===== config.mk =====
export PLATFORM = sky130hd
export DESIGN_NAME = b_operand_sequencer
export DESIGN_NICKNAME = d
export VERILOG_FILES = /design/src/rtl/b_operand_sequencer.sv
export SDC_FILE = /design/constraint.sdc
export NUM_CORES = 1
export LEC_CHECK = 0
export ABC_AREA = 1
export CAP_MARGIN = 20
export CELL_PAD_IN_SITES_DETAIL_PLACEMENT = 2
export CELL_PAD_IN_SITES_GLOBAL_PLACEMENT = 2
export CORE_MARGIN = 4
export CORE_UTILIZATION = 23
export CTS_CLUSTER_SIZE = 40
export DETAILED_ROUTE_END_ITERATION = 10
export PLACE_DENSITY_LB_ADDON = 0.05
export SLEW_MARGIN = 20
export SYNTH_ARGS = -nofsm -noshare
export SYNTH_HDL_FRONTEND = slang
export SYNTH_SLANG_ARGS = --single-unit

===== constraint.sdc =====
create_clock -name clk -period 1.45 [get_ports clk]
set_input_delay 0.2175 -clock clk [delete_from_list [all_inputs] [get_ports clk]]
set_output_delay 0.2175 -clock clk [all_outputs]
set_load 0.02 [all_outputs]

===== src/rtl/b_operand_sequencer.sv =====
// ---------------------------------------------------------------------------
// b_operand_sequencer
//
// Issue-stage controller that produces the ALU B operand for one decoded
// instruction at a time. An accepted instruction either resolves directly
// (immediate mode) or reads the register file, waiting on the scoreboard
// first, and optionally merges the upper half of the immediate into the read
// data. The resolved operand and its tag are held in registers and offered to
// the execute stage.
//
// Handshakes (both sides): a transfer happens on a rising edge where valid
// and ready are both high. A producer holding valid keeps its payload stable
// until that edge; ready never depends on valid.
//
// Optional build macro:
//   OPERAND_ZERO_REG_SKIP_EN - register 0 reads as hardwired zero, so an
//                              accept naming it resolves without a read.
//
// Ports:
//   clk, sync_rst    clock, synchronous active-high reset
//   InstrValid/Ready decoded-instruction handshake
//   InstrImmMode     00 reg, 01 imm, 11 upper-imm, 10 same as 00
//   InstrBAddr       B source register
//   InstrImmediate   decoded immediate
//   InstrTag         opaque tag carried to OpTag
//   RegBusy          scoreboard: latched B register has a pending write
//   RegReadEn/Addr   register-file read strobe and address
//   RegReadData      read data, valid the cycle after RegReadEn
//   OpValid/Ready    operand handshake to execute
//   OpBData, OpTag   resolved operand and its tag
//   DbgState         current FSM state (IDLE=0, READ=1, CAPTURE=2, OUT=3)
// ---------------------------------------------------------------------------
module b_operand_sequencer #(
   parameter int DATABITWIDTH    = 16,  // must be even
   parameter int REGADDRBITWIDTH = 4,
   parameter int TAGBITWIDTH     = 4
) (
   input  logic                       clk,
   input  logic                       sync_rst,
   input  logic                       InstrValid,
   output logic                       InstrReady,
   input  logic [1:0]                 InstrImmMode,
   input  logic [REGADDRBITWIDTH-1:0] InstrBAddr,
   input  logic [DATABITWIDTH-1:0]    InstrImmediate,
   input  logic [TAGBITWIDTH-1:0]     InstrTag,
   input  logic                       RegBusy,
   output logic                       RegReadEn,
   output logic [REGADDRBITWIDTH-1:0] RegReadAddr,
   input  logic [DATABITWIDTH-1:0]    RegReadData,
   output logic                       OpValid,
   input  logic                       OpReady,
   output logic [DATABITWIDTH-1:0]    OpBData,
   output logic [TAGBITWIDTH-1:0]     OpTag,
   output logic [1:0]                 DbgState
);

   localparam int HALFWIDTH = DATABITWIDTH / 2;

   typedef enum logic [1:0] {
      IDLE    = 2'd0,
      READ    = 2'd1,
      CAPTURE = 2'd2,
      OUT     = 2'd3
   } state_t;

   state_t state;
   state_t stateNext;

   // Fields of the accepted instruction needed after the accept edge.
   logic                       upperModeQ;
   logic [HALFWIDTH-1:0]       immHiQ;
   logic [TAGBITWIDTH-1:0]     tagQ;
   logic [REGADDRBITWIDTH-1:0] readAddrQ;

   logic                       accept;
   logic                       isImm;
   logic                       isUpper;
   logic                       zeroSkip;
   logic                       directOut;
   logic [DATABITWIDTH-1:0]    directData;
   logic [DATABITWIDTH-1:0]    readResult;

   // ------------------------------------------------------------------------
   // Decode of the offered instruction
   // ------------------------------------------------------------------------
   assign isImm   = (InstrImmMode == 2'b01);
   assign isUpper = (InstrImmMode == 2'b11);

`ifdef OPERAND_ZERO_REG_SKIP_EN
   // Register 0 is constant zero: no read, and the scoreboard is irrelevant.
   assign zeroSkip = ~isImm & (InstrBAddr == '0);
`else
   assign zeroSkip = 1'b0;
`endif

   // Instructions that resolve on the accept edge and go straight to OUT.
   assign directOut = isImm | zeroSkip;

   always_comb begin
      directData = '0;
      if (isImm) begin
         directData = InstrImmediate;
      end else if (isUpper) begin
         // Zero-register upper-immediate: read data contributes zeros.
         directData = {InstrImmediate[DATABITWIDTH-1:HALFWIDTH], {HALFWIDTH{1'b0}}};
      end
   end

   // Mode 10 is folded into register mode simply by only checking for 11.
   assign readResult = upperModeQ ? {immHiQ, RegReadData[HALFWIDTH-1:0]}
                                  : RegReadData;

   // ------------------------------------------------------------------------
   // Handshake outputs
   // ------------------------------------------------------------------------
   // Ready while idle, or while the held operand is being consumed this cycle
   // so a new instruction can follow without a bubble.
   assign InstrReady  = ~sync_rst & ((state == IDLE) | ((state == OUT) & OpReady));
   assign accept      = InstrValid & InstrReady;
   assign RegReadEn   = ~sync_rst & (state == READ) & ~RegBusy;
   assign RegReadAddr = readAddrQ;
   assign OpValid     = ~sync_rst & (state == OUT);
   assign DbgState    = state;

   // ------------------------------------------------------------------------
   // Next-state logic
   // ------------------------------------------------------------------------
   always_comb begin
      stateNext = state;
      case (state)
         IDLE: begin
            if (accept) begin
               stateNext = directOut ? OUT : READ;
            end
         end
         READ: begin
            // Stall for as long as the scoreboard reports a pending write.
            if (!RegBusy) begin
               stateNext = CAPTURE;
            end
         end
         CAPTURE: begin
            stateNext = OUT;
         end
         OUT: begin
            if (accept) begin
               stateNext = directOut ? OUT : READ;
            end else if (OpReady) begin
               stateNext = IDLE;
            end
         end
         default: begin
            stateNext = IDLE;
         end
      endcase
   end

   // ------------------------------------------------------------------------
   // State and datapath registers
   // ------------------------------------------------------------------------
   always_ff @(posedge clk) begin
      if (sync_rst) begin
         state      <= IDLE;
         upperModeQ <= 1'b0;
         immHiQ     <= '0;
         tagQ       <= '0;
         readAddrQ  <= '0;
         OpBData    <= '0;
         OpTag      <= '0;
      end else begin
         state <= stateNext;

         if (accept) begin
            upperModeQ <= isUpper;
            immHiQ     <= InstrImmediate[DATABITWIDTH-1:HALFWIDTH];
            tagQ       <= InstrTag;
            if (directOut) begin
               OpBData <= directData;
               OpTag   <= InstrTag;
            end else begin
               // Only updated when a read follows, so the read address
               // keeps its last value through immediate-only traffic.
               readAddrQ <= InstrBAddr;
            end
         end

         // Read data arrives the cycle after the strobe, which is CAPTURE.
         if (state == CAPTURE) begin
            OpBData <= readResult;
            OpTag   <= tagQ;
         end
      end
   end

endmodule


==> run summary, run 1 <==
Synth Area in XOR/XNOR = 0%
Synth Area per Inst = 7.26 sq um
HPWL Detailed = 5330 microns
layout cell share with drive strength beyond 1 = 29.6%
root buffer cell = clkbuf_8
Synth Area in Compound Gates = 16.1%
Worst Path Max Fanout = 5
Area Growth Syn to Fin = 75.4%
FF-to-FF End = OpBData[5]$_SDFFE_PP0P_
GP Congestion = 0.784
simple-gate share of the synthesized area = 33.6%
Tot Pwr = 3.35 mW
Synth Instances = 263
yosys warns = 0
FFs w/ async S/R, synth = 0%
# DRC = 0
Post-Route Skew = 0.00419 ns
TritonCTS Buffers = 5
FP Rows = 32
GRT Resource Usage Total = 15.0%
Max Slew Vio Count = 0
Syn Nets = 310
largest net degree at the start of global routing = 28
Worst Setup SP = DbgState[1]$_SDFFE_PP0P_
Iter 0 DRT Violations = 54
synth cell count leaders = nand2_1, o21ai_0, nor2_1, dfxtp_1, nand3_1
final worst path period share = 98.2%
adder-cell area share of the yosys netlist = 0%
deepest clock path buffer count = 2
Post-Synthesis Cell Area = 1910 sq um
Congestion Overflow GR = 0
Setup violations, final = 0
main combinational cell family by area after synthesis = simple AND/OR/NAND/NOR gates
Top FF cell, synth = dfxtp_1
hold path depth = 4
Synth area leader = dfxtp_1
peak supply drop = 0.437 mV
total wire length = 7460 microns
layout net count = 424
reg2reg start = DbgState[1]$_SDFFE_PP0P_
number of global-route vias before repair = 2451
WL/cell = 15.6 microns
Hold Path End = DbgState[1]$_SDFFE_PP0P_
Fillers = 900
CTS tree = built
Setup Slack @ Placement = -0.377 ns
TNS Setup = 0 ns
final core utilization = 42.5%
Yosys reg bits = 39
synth top area cells = dfxtp_1, o21ai_0, nand2_1
most numerous cell in the Yosys netlist = nand2_1
# clock sinks = 39
die width = 99.1 microns
Worst R2R Path Depth = 9
Slew HR = 81.1%
Worst Path Required = 1.67 ns
initial antenna violation count = 0
Final Hold Fails = 0
post-route ant nets = 0
outcome = finished, final reports clean
Leak Pwr = 1.55 nW
sequential fraction of the synthesis area = 40.9%
drt via density = 4.55
post-synth cell types = 27
DR vias = 2182
Hold Startpoint = OpReady
share of the synthesized area in the top cell type = 40.9%
Post-synth EDFFs = 0
element type at the critical path end = flip-flop
Setup WS post-layout = 0.0262 ns
Reg2Reg Setup Slack = 0.03 ns
final non-filler cell total = 480
Slew @ Worst Pin = 0.284 ns
PwrDens = 999 nW/um^2
# diodes = 0
die area = 9820 sq um
port bufs = 75
first-pass GRT wire length = 11900 microns
# IOs = 76
Fmax = 702 MHz
Initial Util = 24.2%
Placed Cells = 460
H-Tree Depth = 2
Worst Path Arrival = 1.64 ns
WS Path Type = reg2reg
Die H = 99.1 microns
crit start category = flip-flop
max_cap viols = 0
clock slew seen by the registers of the worst setup and hold paths = 0.08 ns
later-pin clock latency in the skew report = 0.29 ns
RSZ-0062 raised after global routing = yes
Hold Path Class = in2reg
DRT Pass-1 Iters = 4
total core area = 7890 sq um
crit path time final = 1.42 ns
mux cell area share after synthesis = 0%
## report_power, final
| part | total, mW | switching (mW) | internal (mW) |
|---|---|---|---|
| combinational | 1.14 | 0.597 | 0.539 |
| sequential | 1.25 | 0.0643 | 1.19 |
| clock | 0.957 | 0.400 | 0.557 |
## routing by layer
metal	global-route usage (%)	routed length, microns	vias to the layer above
met5	0	0	-
met3	3.23	352	7
met1	17.5	3190	1041
met2	28.0	3860	48
li1	-	-	1086
met4	2.94	62	0
## worst max path at each step
stage	end	slack, ns	cells after the start
CTS	OpBData[7]$_SDFFE_PP0P_	0.0008	10
detailed placement	InstrReady	-0.38	4
global route	OpBData[3]$_SDFFE_PP0P_	-0.07	11
floorplan	OpBData[13]$_SDFFE_PP0P_	0.004	8
global placement	InstrReady	-0.37	4
finish	OpBData[5]$_SDFFE_PP0P_	0.03	9
## worst max-delay path, stage by stage (launching register included)
cell,delay (ns)
dfxtp_4,0.38
inv_4,0.04
buf_6,0.11
nor2_4,0.15
buf_12,0.14
inv_8,0.05
nand2_8,0.11
buf_4,0.16
o21ai_0,0.08
nor2_1,0.13
## cell type report
type                    count  area, sq um  share of cell area, %
repair inverters            1         6.26                  0.187
repair buffers            121         1180                   35.3
inverters                  15         76.3                   2.28
clock buffers               6         82.6                   2.47
multi-input cells         194         1050                   31.4
clock inverters             2         35.0                   1.05
flip-flops and latches     39          788                   23.5
well taps                 102          128                   3.81
## logic make-up (layout without fill, tap and decap cells)
kind of cell	count (synthesis)	in the layout
buffers and inverters	30	145
and+or+nand+nor	135	135
DFF	39	39
AOI/OAI and AO/OA	59	59
## repair_timing
| item | in CTS | in global routing |
|---|---|---|
| setup buffers | 7 | 3 |
| cloned | 2 | 1 |
| setup endpoints to repair | 50 | 28 |
| pin swaps | 14 | 26 |
| hold buffers | 0 | 0 |
| gates resized for setup | 64 | 47 |
## stage by stage
stage / cell area [sq um] / hold slack, ns
after global placement: 2970 / 0.434
after global routing: 3350 / 0.340
final: 3350 / 0.298
after detailed placement: 2970 / 0.444
after floorplan: 1920 / 0.349
after CTS: 3200 / 0.456
## sequential cells by signal, summed over array words and instances, names as in the netlist
register,cells
DbgState,2
OpBData,16
OpTag,4
RegReadAddr,4
immHiQ,8
tagQ,4
upperModeQ,1
## layout by cell type (no fill, tap or decap), types with 2 or more instances in the layout
master	netlist	routed
clkdlybuf4s50_1	0	44
nor2_1	40	38
dfxtp_1	39	37
nand2_1	48	35
buf_4	0	35
dlygate4sd2_1	0	26
o21ai_1	9	23
o21ai_0	41	22
nand3_1	19	19
nor2_2	16	18
nand2_2	1	11
inv_1	11	10
clkbuf_8	0	6
buf_6	8	6
a21oi_1	6	5
o21ai_2	0	5
buf_12	0	5
nand2_4	2	4
inv_4	1	3
nor3_1	4	3
dfxtp_4	0	2
a21oi_2	1	2
inv_8	0	2
dlymetal6s2s_1	0	2
Power figures use the tool's default switching activity.
==> inputs of run 2 (changes only) <==
--- a/config.mk
+++ b/config.mk
@@ -10,10 +10,11 @@
 export CELL_PAD_IN_SITES_DETAIL_PLACEMENT = 2
 export CELL_PAD_IN_SITES_GLOBAL_PLACEMENT = 2
 export CORE_MARGIN = 4
-export CORE_UTILIZATION = 23
+export CORE_UTILIZATION = 20
 export CTS_CLUSTER_SIZE = 40
 export DETAILED_ROUTE_END_ITERATION = 10
 export PLACE_DENSITY_LB_ADDON = 0.05
+export RECOVER_POWER = 25
 export SLEW_MARGIN = 20
 export SYNTH_ARGS = -nofsm -noshare
 export SYNTH_HDL_FRONTEND = slang
==> constraint.sdc (replaced) <==
create_clock -name clk -period 1.3 [get_ports clk]
set_input_delay 0.195 -clock clk [delete_from_list [all_inputs] [get_ports clk]]
set_output_delay 0.195 -clock clk [all_outputs]
set_load 0.02 [all_outputs]
==> run 2 against run 1 <==
  * The run now ends with negative setup slack left
  * Final area grew 7.0%
  * Critical path depth grew 1
  * Register-to-register slack lost 0.16 ns
  * Via count shrank 1.8%
==> run summary, run 2 (synthesis gave the netlist of run 1 again) <==
Die H = 106 microns (was 99.1 microns)
crit path time final = 1.43 ns (was 1.42 ns)
GRT Resource Usage Total = 13.5% (was 15.0%)
WL/cell = 14.6 microns (was 15.6 microns)
layout net count = 420 (was 424)
Congestion Overflow GR = 0 (unchanged)
Max Slew Vio Count = 0 (unchanged)
initial antenna violation count = 0 (unchanged)
DRT Pass-1 Iters = 4 (unchanged)
Worst Path Max Fanout = 4 (was 5)
Worst Path Required = 1.49 ns (was 1.67 ns)
Largest Register = OpBData (unchanged)
top flop regs = OpBData x16, immHiQ x8 (unchanged)
peak supply drop = 0.368 mV (was 0.437 mV)
CTS tree = built (unchanged)
Initial Util = 20.6% (was 24.2%)
deepest clock path buffer count = 2 (unchanged)
GP Congestion = 0.753 (was 0.784)
HPWL Detailed = 5360 microns (was 5330 microns)
Slew HR = 76.3% (was 81.1%)
port bufs = 75 (unchanged)
final worst path period share = 110% (was 98.2%)
# IOs = 76 (unchanged)
# clock sinks = 39 (unchanged)
met2 Use GR = 23.8% (was 28.0%)
Setup violations, final = 40 (was 0)
M3 GR Usage = 2.82% (was 3.23%)
number of flip-flops in the largest register = 16 (unchanged)
DR vias = 2142 (was 2182)
RSZ-0062 raised after global routing = yes (unchanged)
total core area = 9280 sq um (was 7890 sq um)
commonest non-fill, non-tap cell in the layout = clkdlybuf4s50_1 (unchanged)
Area Growth Syn to Fin = 87.7% (was 75.4%)
Worst Path Arrival = 1.62 ns (was 1.64 ns)
Setup WS post-layout = -0.131 ns (was 0.0262 ns)
post-route ant nets = 0 (unchanged)
number of global-route vias before repair = 2348 (was 2451)
root buffer cell = clkbuf_8 (unchanged)
Iter 0 DRT Violations = 21 (was 54)
Post-Route Skew = 0.0107 ns (was 0.00419 ns)
commonest non-fill, non-tap cells in the layout = clkdlybuf4s50_1, dfxtp_1, nor2_1 (was clkdlybuf4s50_1, nor2_1, dfxtp_1)
total wire length = 7360 microns (was 7460 microns)
Tot Pwr = 3.77 mW (was 3.35 mW)
max_cap viols = 0 (unchanged)
outcome = finished with violations (was finished, final reports clean)
crit start category = flip-flop (unchanged)
Reg2Reg Setup Slack = -0.13 ns (was 0.03 ns)
GR peak layer = met2 (unchanged)
reg2reg start = DbgState[1]$_SDFFE_PP0P_ (unchanged)
failing checks = negative setup slack
worst hold slack = 0.354 ns (was 0.298 ns)
Fmax = 699 MHz (was 702 MHz)
Hold Startpoint = sync_rst (was OpReady)
Hold Path Class = in2reg (unchanged)
# diodes = 0 (unchanged)
Design Area, Final = 3580 sq um (was 3350 sq um)
Hold Path End = DbgState[1]$_SDFFE_PP0P_ (unchanged)
TritonCTS Buffers = 5 (unchanged)
clock slew seen by the registers of the worst setup and hold paths = 0.08 ns (about the same)
Final Hold Fails = 0 (unchanged)
hold path depth = 2 (was 4)
element type at the critical path end = flip-flop (unchanged)
later-pin clock latency in the skew report = 0.29 ns (about the same)
die width = 106 microns (was 99.1 microns)
drt via density = 4.26 (was 4.55)
die area = 11200 sq um (was 9820 sq um)
largest net degree at the start of global routing = 27 (was 28)
Leak Pwr = 1.61 nW (was 1.55 nW)
PwrDens = 1050 nW/um^2 (was 999 nW/um^2)
Slew @ Worst Pin = 0.356 ns (was 0.284 ns)
FP Rows = 35 (was 32)
WS Path Type = reg2reg (unchanged)
M1 GR Usage = 16.8% (was 17.5%)
# DRC = 0 (unchanged)
H-Tree Depth = 2 (unchanged)
Placed Area = 3050 sq um (was 2970 sq um)
hold-fix buffers at CTS = 0 (unchanged)
first-pass GRT wire length = 12100 microns (was 11900 microns)
layout cell share with drive strength beyond 1 = 39.0% (was 29.6%)
FF-to-FF End = OpBData[9]$_SDFFE_PP0P_ (was OpBData[5]$_SDFFE_PP0P_)
Worst R2R Path Depth = 10 (was 9)
run 2: worst max path at each step:
stage               slack (ns)  depth (start not counted)                        to                     start
global placement         -0.56                          4                InstrReady                  sync_rst
CTS                      -0.15                          3                 RegReadEn  DbgState[1]$_SDFFE_PP0P_
floorplan                0.005                          8  OpBData[14]$_SDFFE_PP0P_  DbgState[0]$_SDFFE_PP0P_
detailed placement       -0.59                          4                InstrReady                  sync_rst
global route             -0.21                         10   OpBData[4]$_SDFFE_PP0P_  DbgState[1]$_SDFFE_PP0P_
finish                   -0.13                         10   OpBData[9]$_SDFFE_PP0P_  DbgState[1]$_SDFFE_PP0P_
run 2: where the power goes:
group | internal (mW) | leakage, nW | switching, mW
Sequential | 1.33 | 0.321 | 0.0758
Clock | 0.544 | 0.0594 | 0.441
Combinational | 0.659 | 1.23 | 0.725
run 2: final cells by class:
type	count	area [sq um]
inverter	15	73.8
clock buffer	7	108
timing repair buffer	117	1200
clock inverter	1	5.00
sequential	39	788
timing repair inverter	1	3.75
fill	1076	5700
multi-input combinational	194	1240
tap	129	161
run 2: metal layers:
layer  share of wire, %  wire (microns)
met5                  0               0
met4               0.77              57
met3                4.8             351
met2                 50            3710
met1                 44            3240
run 2: timing repair:
action / CTS / global route
gates cloned: 3 / 0
resized for setup: 151 / 23
setup buffers: 4 / 1
pin swaps: 47 / 6
endpoints found under the setup margin: 63 / 43
run 2: worst max-delay path, cell delays in order, from the launching register on:
cell and delay [ns]:
dfxtp_4 0.39, inv_4 0.04, buf_6 0.11, nor2_4 0.17, inv_6 0.09, buf_12 0.14
nand2_2 0.04, o21ai_1 0.06, buf_4 0.14, nor2_2 0.09, nor2_1 0.04
run 2: per-stage QoR:
step                      worst slack [ns]  utilization, %  TNS [ns]  cells
after detailed placement            -0.591            32.8    -15.11    487
after global routing                -0.207            38.6     -6.43    503
after floorplan                    0.00474               -         0    263
final                               -0.131            38.6     -2.88    503
after global placement              -0.562            32.8    -14.61    487
after CTS                           -0.154            37.9     -3.44    502
==> inputs of run 3 (changes only) <==
--- a/config.mk
+++ b/config.mk
@@ -7,10 +7,8 @@
 export LEC_CHECK = 0
 export ABC_AREA = 1
 export CAP_MARGIN = 20
-export CELL_PAD_IN_SITES_DETAIL_PLACEMENT = 2
-export CELL_PAD_IN_SITES_GLOBAL_PLACEMENT = 2
 export CORE_MARGIN = 4
-export CORE_UTILIZATION = 20
+export CORE_UTILIZATION = 30
 export CTS_CLUSTER_SIZE = 40
 export DETAILED_ROUTE_END_ITERATION = 10
 export PLACE_DENSITY_LB_ADDON = 0.05
==> run 3 against run 2 <==
  * The run still ends with negative setup slack left
  * Utilization up 19 points
  * Combinational power hardly changed
  * Sequential power about the same
  * Critical path type is now reg2out
  * Worst hold slack improved by 0.014 ns
  * Clock skew up 0.00091 ns
  * Non-clock buffer count increased by 8
==> run summary, run 3 (synthesis gave the netlist of run 1 again) <==
total core area = 6060 sq um (was 9280 sq um)
total wire length = 5980 microns (was 7360 microns)
Die H = 87.8 microns (was 106 microns)
Placed Cells = 432 (was 487)
multi-input logic area = 1150 sq um (was 1240 sq um)
Design Area, Final = 3480 sq um (was 3580 sq um)
Tot Pwr = 3.79 mW (was 3.77 mW)
largest net degree at the start of global routing = 28 (was 27)
clock share of power = 27.2% (was 26.1%)
Int Pwr = 2.57 mW (was 2.53 mW)
# DRC = 0 (unchanged)
Leak Pwr = 1.59 nW (was 1.61 nW)
CTS tree = built (unchanged)
Iter 0 DRT Violations = 109 (was 21)
CP cell instances = inv_2 > nand2_2 > buf_6 > a21oi_4 > buf_6 (was inv_4 > buf_6 > nor2_4 > inv_6 > buf_12 > nand2_2 > o21ai_1 > buf_4 > nor2_2 > nor2_1)
# diodes = 0 (unchanged)
PwrDens = 1090 nW/um^2 (was 1050 nW/um^2)
TNS Setup = -1.71 ns (was -2.88 ns)
max incr delay on CP = 0.37 ns (was 0.39 ns)
Congestion Overflow GR = 0 (unchanged)
CP max-delay cell = dfxtp_4 (unchanged)
Worst Path Arrival = 1.19 ns (was 1.62 ns)
Fmax = 722 MHz (was 699 MHz)
H-Tree Depth = 2 (unchanged)
final worst path period share = 107% (was 110%)
Initial Util = 31.5% (was 20.6%)
worst hold slack = 0.369 ns (was 0.354 ns)
die width = 87.8 microns (was 106 microns)
Largest Register = OpBData (unchanged)
most frequent cell on the critical path = buf_6
layout cell share with drive strength beyond 1 = 33.7% (was 39.0%)
FP Rows = 28 (was 35)
TritonCTS Buffers = 5 (unchanged)
hold-fix buffers at CTS = 0 (unchanged)
Worst Path Required = 1.11 ns (was 1.49 ns)
WS Path Type = reg2out (was reg2reg)
critical path depth = 5 (was 10)
initial antenna violation count = 0 (unchanged)
number of global-route vias before repair = 2079 (was 2348)
Placed Area = 2950 sq um (was 3050 sq um)
port bufs = 75 (unchanged)
max_cap viols = 0 (unchanged)
Slew HR = 78.9% (was 76.3%)
final non-filler cell total = 458 (was 503)
first-pass GRT wire length = 9880 microns (was 12100 microns)
RSZ-0062 raised after global routing = yes (unchanged)
outcome = finished with violations (unchanged)
number of flip-flops in the largest register = 16 (unchanged)
WL/cell = 13.0 microns (was 14.6 microns)
Setup Slack @ Placement = -0.481 ns (was -0.591 ns)
switching share of power = 32.1% (was 32.9%)
hold path depth = 4 (was 2)
Logic pwr share = 36.1% (was 36.7%)
post-route ant nets = 0 (unchanged)
Max Slew Vio Count = 0 (unchanged)
# clock sinks = 39 (unchanged)
peak supply drop = 0.626 mV (was 0.368 mV)
DR vias = 2088 (was 2142)
crit path time final = 1.39 ns (was 1.43 ns)
final core utilization = 57.5% (was 38.6%)
Area Growth Syn to Fin = 82.4% (was 87.7%)
clock slew seen by the registers of the worst setup and hold paths = 0.07 ns (was 0.08 ns)
GRT Resource Usage Total = 16.4% (was 13.5%)
Post-Route Skew = 0.0116 ns (was 0.0107 ns)
Hold Path Class = in2reg (unchanged)
DRT Pass-1 Iters = 4 (unchanged)
Setup violations, final = 40 (unchanged)
crit start category = flip-flop (unchanged)
Setup WS post-layout = -0.0857 ns (was -0.131 ns)
layout net count = 429 (was 420)
GP Congestion = 0.788 (was 0.753)
commonest non-fill, non-tap cells in the layout = nand2_1, clkdlybuf4s50_1, dfxtp_1 (was clkdlybuf4s50_1, dfxtp_1, nor2_1)
drt via density = 4.56 (was 4.26)
Final Hold Fails = 0 (unchanged)
deepest clock path buffer count = 2 (unchanged)
worst path bufs/invs = 3 (was 5)
Reg area = 788 sq um (unchanged)
# IOs = 76 (unchanged)
die area = 7700 sq um (was 11200 sq um)
HPWL Detailed = 4120 microns (was 5360 microns)
sw power = 1.21 mW (was 1.24 mW)
Worst R2R Path Depth = 9 (was 10)
Largest delay share family, worst path = flip-flops (was buffers and inverters)
Slew @ Worst Pin = 0.316 ns (was 0.356 ns)
root buffer cell = clkbuf_8 (unchanged)
Fillers = 608 (was 1076)
failing checks = negative setup slack (unchanged)
element type at the critical path end = primary output (was flip-flop)
Sequential Power Share = 36.8% (was 37.2%)
Worst Path Max Fanout = 4 (unchanged)
later-pin clock latency in the skew report = 0.30 ns (was 0.29 ns)
top flop regs = OpBData x16, immHiQ x8 (unchanged)
[run 3: cell count changes in the layout (fill, tap and decap cells not counted), sizes merged]
cell,before,now
bufinv,0,1
buf,46,54
dlymetal6s2s,2,0
clkdlybuf4s15,1,0
clkbuf,7,6
clkinvlp,0,1
clkdlybuf4s50,43,44
dlygate4sd2,25,26
clkinv,2,3
[run 3: power by group through the flow]
stage / sequential, mW / clock (mW) / combinational (mW)
global route: 1.41 / 1.13 / 1.48
floorplan: 1.53 / 0 / 0.450
global placement: 1.42 / 0 / 1.11
CTS: 1.39 / 1.06 / 1.33
detailed placement: 1.42 / 0 / 1.11
finish: 1.39 / 1.03 / 1.37
[run 3: final cells by class]
cell class                      instances  share of cell area (%)
Clock buffer                            5                    1.98
Clock inverter                          3                    1.26
Inverter                               15                    2.30
Multi-Input combinational cell        194                    33.0
Sequential cell                        39                    22.6
Tap cell                               75                    2.69
Timing Repair Buffer                  125                    35.8
Timing Repair inverter                  2                   0.359
[run 3: path summary, 6_finish.rpt]
kind                                 start                        to  slack (ns)
hold reg to reg       tagQ[1]$_SDFFE_PP0P_      tagQ[1]$_SDFFE_PP0P_        0.45
hold / removal                     OpReady  DbgState[1]$_SDFFE_PP0P_        0.37
setup / recovery  DbgState[0]$_SDFFE_PP0P_                InstrReady       -0.09
setup reg to reg  DbgState[1]$_SDFFE_PP0P_   OpBData[8]$_SDFFE_PP0P_       -0.08
[run 3: routing by layer]
metal / track usage [%] / part of all wire, % / up-vias
met4: 5.44 / 0.95 / 0
met3: 3.48 / 4.9 / 5
met1: 21.0 / 44 / 936
met5: 0 / 0 / -
li1: - / - / 1103
met2: 27.5 / 50 / 44
[run 3: what timing repair did]
item	CTS	global route
gates cloned	4	0
pin swaps	19	15
gates resized for setup	119	31
setup buffers	15	1
endpoints found under the setup margin	58	43
[run 3: worst register-to-register path, cell delays in order (launching register included)]
cell and delay [ns]:
dfxtp_4 0.38, inv_2 0.04, buf_4 0.13, nor2_4 0.09, buf_12 0.14, buf_4 0.11, o21ai_0 0.09, o21ai_2 0.21
nor2_4 0.06, nor2_1 0.08
==> RTL edit: new RTL, config.mk and constraints of run 3 <==
Register the input `InstrImmMode` before use, without a reset. The logic sees it one clock later. The other inputs are not delayed to match.
--- a/src/rtl/b_operand_sequencer.sv
+++ b/src/rtl/b_operand_sequencer.sv
@@ -63,6 +63,12 @@
       OUT     = 2'd3
    } state_t;
 
+   logic [1:0] InstrImmMode_q;
+
+   always_ff @(posedge clk) begin
+      InstrImmMode_q <= InstrImmMode;
+   end
+
    state_t state;
    state_t stateNext;
 
@@ -83,8 +89,8 @@
    // ------------------------------------------------------------------------
    // Decode of the offered instruction
    // ------------------------------------------------------------------------
-   assign isImm   = (InstrImmMode == 2'b01);
-   assign isUpper = (InstrImmMode == 2'b11);
+   assign isImm   = (InstrImmMode_q == 2'b01);
+   assign isUpper = (InstrImmMode_q == 2'b11);
 
 `ifdef OPERAND_ZERO_REG_SKIP_EN
    // Register 0 is constant zero: no read, and the scoreboard is irrelevant.
Formal check against the unedited RTL: not equivalent (a bounded check fails within 4 cycles, from zero or initial values and one cycle with sync_rst high).
==> RTL edit against run 3 <==
Clock power is 17% lower; synthesized area rose by 2.4%; hold slack got worse by 0.076 ns; final area is 0.43% higher; highest routed layer unchanged; sequential cell count increased by 2; sequential share of layout area grew 1.0 points; total power down 3.6%; setup slack worse by 0.022 ns; routed wire length up 0.79%; utilization down 2.4 points; the run still ends with negative setup slack left.
==> RTL edit: results <==
export IMPL_failing_checks="negative setup slack"
export IMPL_finalWeightedCongestion=0.755
export IMPL_wire_length_of_the_first_global_routing_pass_um=9270
export IMPL_final_critical_path_setup_slack_ns=-0.108
export IMPL_post_synth_most_frequent_cells="sky130_fd_sc_hd__nand2_1 (48), sky130_fd_sc_hd__dfxtp_1 (41), sky130_fd_sc_hd__nor2_1 (36), sky130_fd_sc_hd__o21ai_0 (36), sky130_fd_sc_hd__nor2_2 (20)"
export IMPL_worstSetupStartpoint="DbgState[1]$_SDFFE_PP0P_"
export IMPL_route_vias_total=2080
export IMPL_post_synth_main_area_contributors="sky130_fd_sc_hd__dfxtp_1 (42%), sky130_fd_sc_hd__o21ai_0 (9.2%), sky130_fd_sc_hd__nand2_1 (9.2%)"
export IMPL_run_status="finished with violations"
export IMPL_met3_usage_pct=2.89
export IMPL_met1_layer_usage_reported_by_global_route_pct=20.0
export IMPL_groute_layer_met2_usage_pct=25.4
export IMPL_cts_setup_buffers=3
export IMPL_filler_cell_count=629
export IMPL_netlist_area_leader_share_pct=42.0
export IMPL_sequential_element_share_of_the_synthesized_area_pct=42.0
export IMPL_critical_path_maximum_fanout=5
export IMPL_cp_max_stage_delay_ns=0.41
export IMPL_post_cts_resized_instances=88
export IMPL_worst_slew_pin_transition_ns=0.326
export IMPL_pre_cts_ws_ns=-0.494
export IMPL_met1_length_um=2720
export IMPL_dr_first_iter_drc_count=69
export IMPL_worst_ep_arrival_time_ns=1.64
export IMPL_grt_pass1_vias=1915
export IMPL_placedInstanceArea_um2=2990
export IMPL_setup_violations=23
export IMPL_clock_tree_skew_after_final_layout_ns=0.00662
export IMPL_met3_wirelength_um=253
export IMPL_vdd_ir_drop_worst_uv=601
-- RTL edit: changes by cell type in the layout (fill, tap and decap cells not counted), sizes merged, moves of 2 or more --
| cell | run 3 | this run |
|---|---|---|
| buf | 54 | 41 |
| clkbuf | 6 | 10 |
| clkdlybuf4s50 | 44 | 41 |
| clkinv | 3 | 1 |
| dfxtp | 39 | 41 |
| dlygate4sd3 | 0 | 2 |
| dlymetal6s2s | 0 | 2 |
| inv | 15 | 13 |
-- RTL edit: worst max-delay path: cells and delay by family, from the launching register on --
family	cells	cell delay (ns)
buffers and inverters	4	0.40
AND/OR/NAND/NOR	3	0.30
flip-flops	1	0.41
AO/OA/AOI/OAI	2	0.25
-- RTL edit: kinds of logic after synthesis --
kind of cell | synth area share [%]
AND/OR/NAND/NOR | 33.3
AO/OA/AOI/OAI | 15.7
flip-flops | 42.0
buffers and inverters | 8.96
-- RTL edit: layout make-up --
class	instances	share of cell area, %
clock buffer	7	2.47
inverter	15	2.22
multi-input combinational	194	35.1
sequential	41	23.7
tap	77	2.75
timing repair buffer	115	33.8
-- RTL edit: metrics by stage --
stage	utilization (%)	instances	TNS (ns)	total power, mW	hold slack [ns]
2_1_floorplan	-	265	0	2.05	0.223
3_3_place_gp	47.1	435	-15.30	2.61	0.434
3_5_place_dp	47.1	435	-15.85	2.61	0.439
4_1_cts	50.7	447	-1.94	3.53	0.333
5_1_grt	55.1	449	-4.18	3.87	0.318
6_report	55.1	449	-1.58	3.65	0.293
-- RTL edit: power by group --
| group | leakage [nW] | internal (mW) | switching [mW] |
|---|---|---|---|
| Clock | 0.0443 | 0.422 | 0.435 |
| Sequential | 0.338 | 1.39 | 0.0757 |
| Combinational | 1.18 | 0.635 | 0.695 |
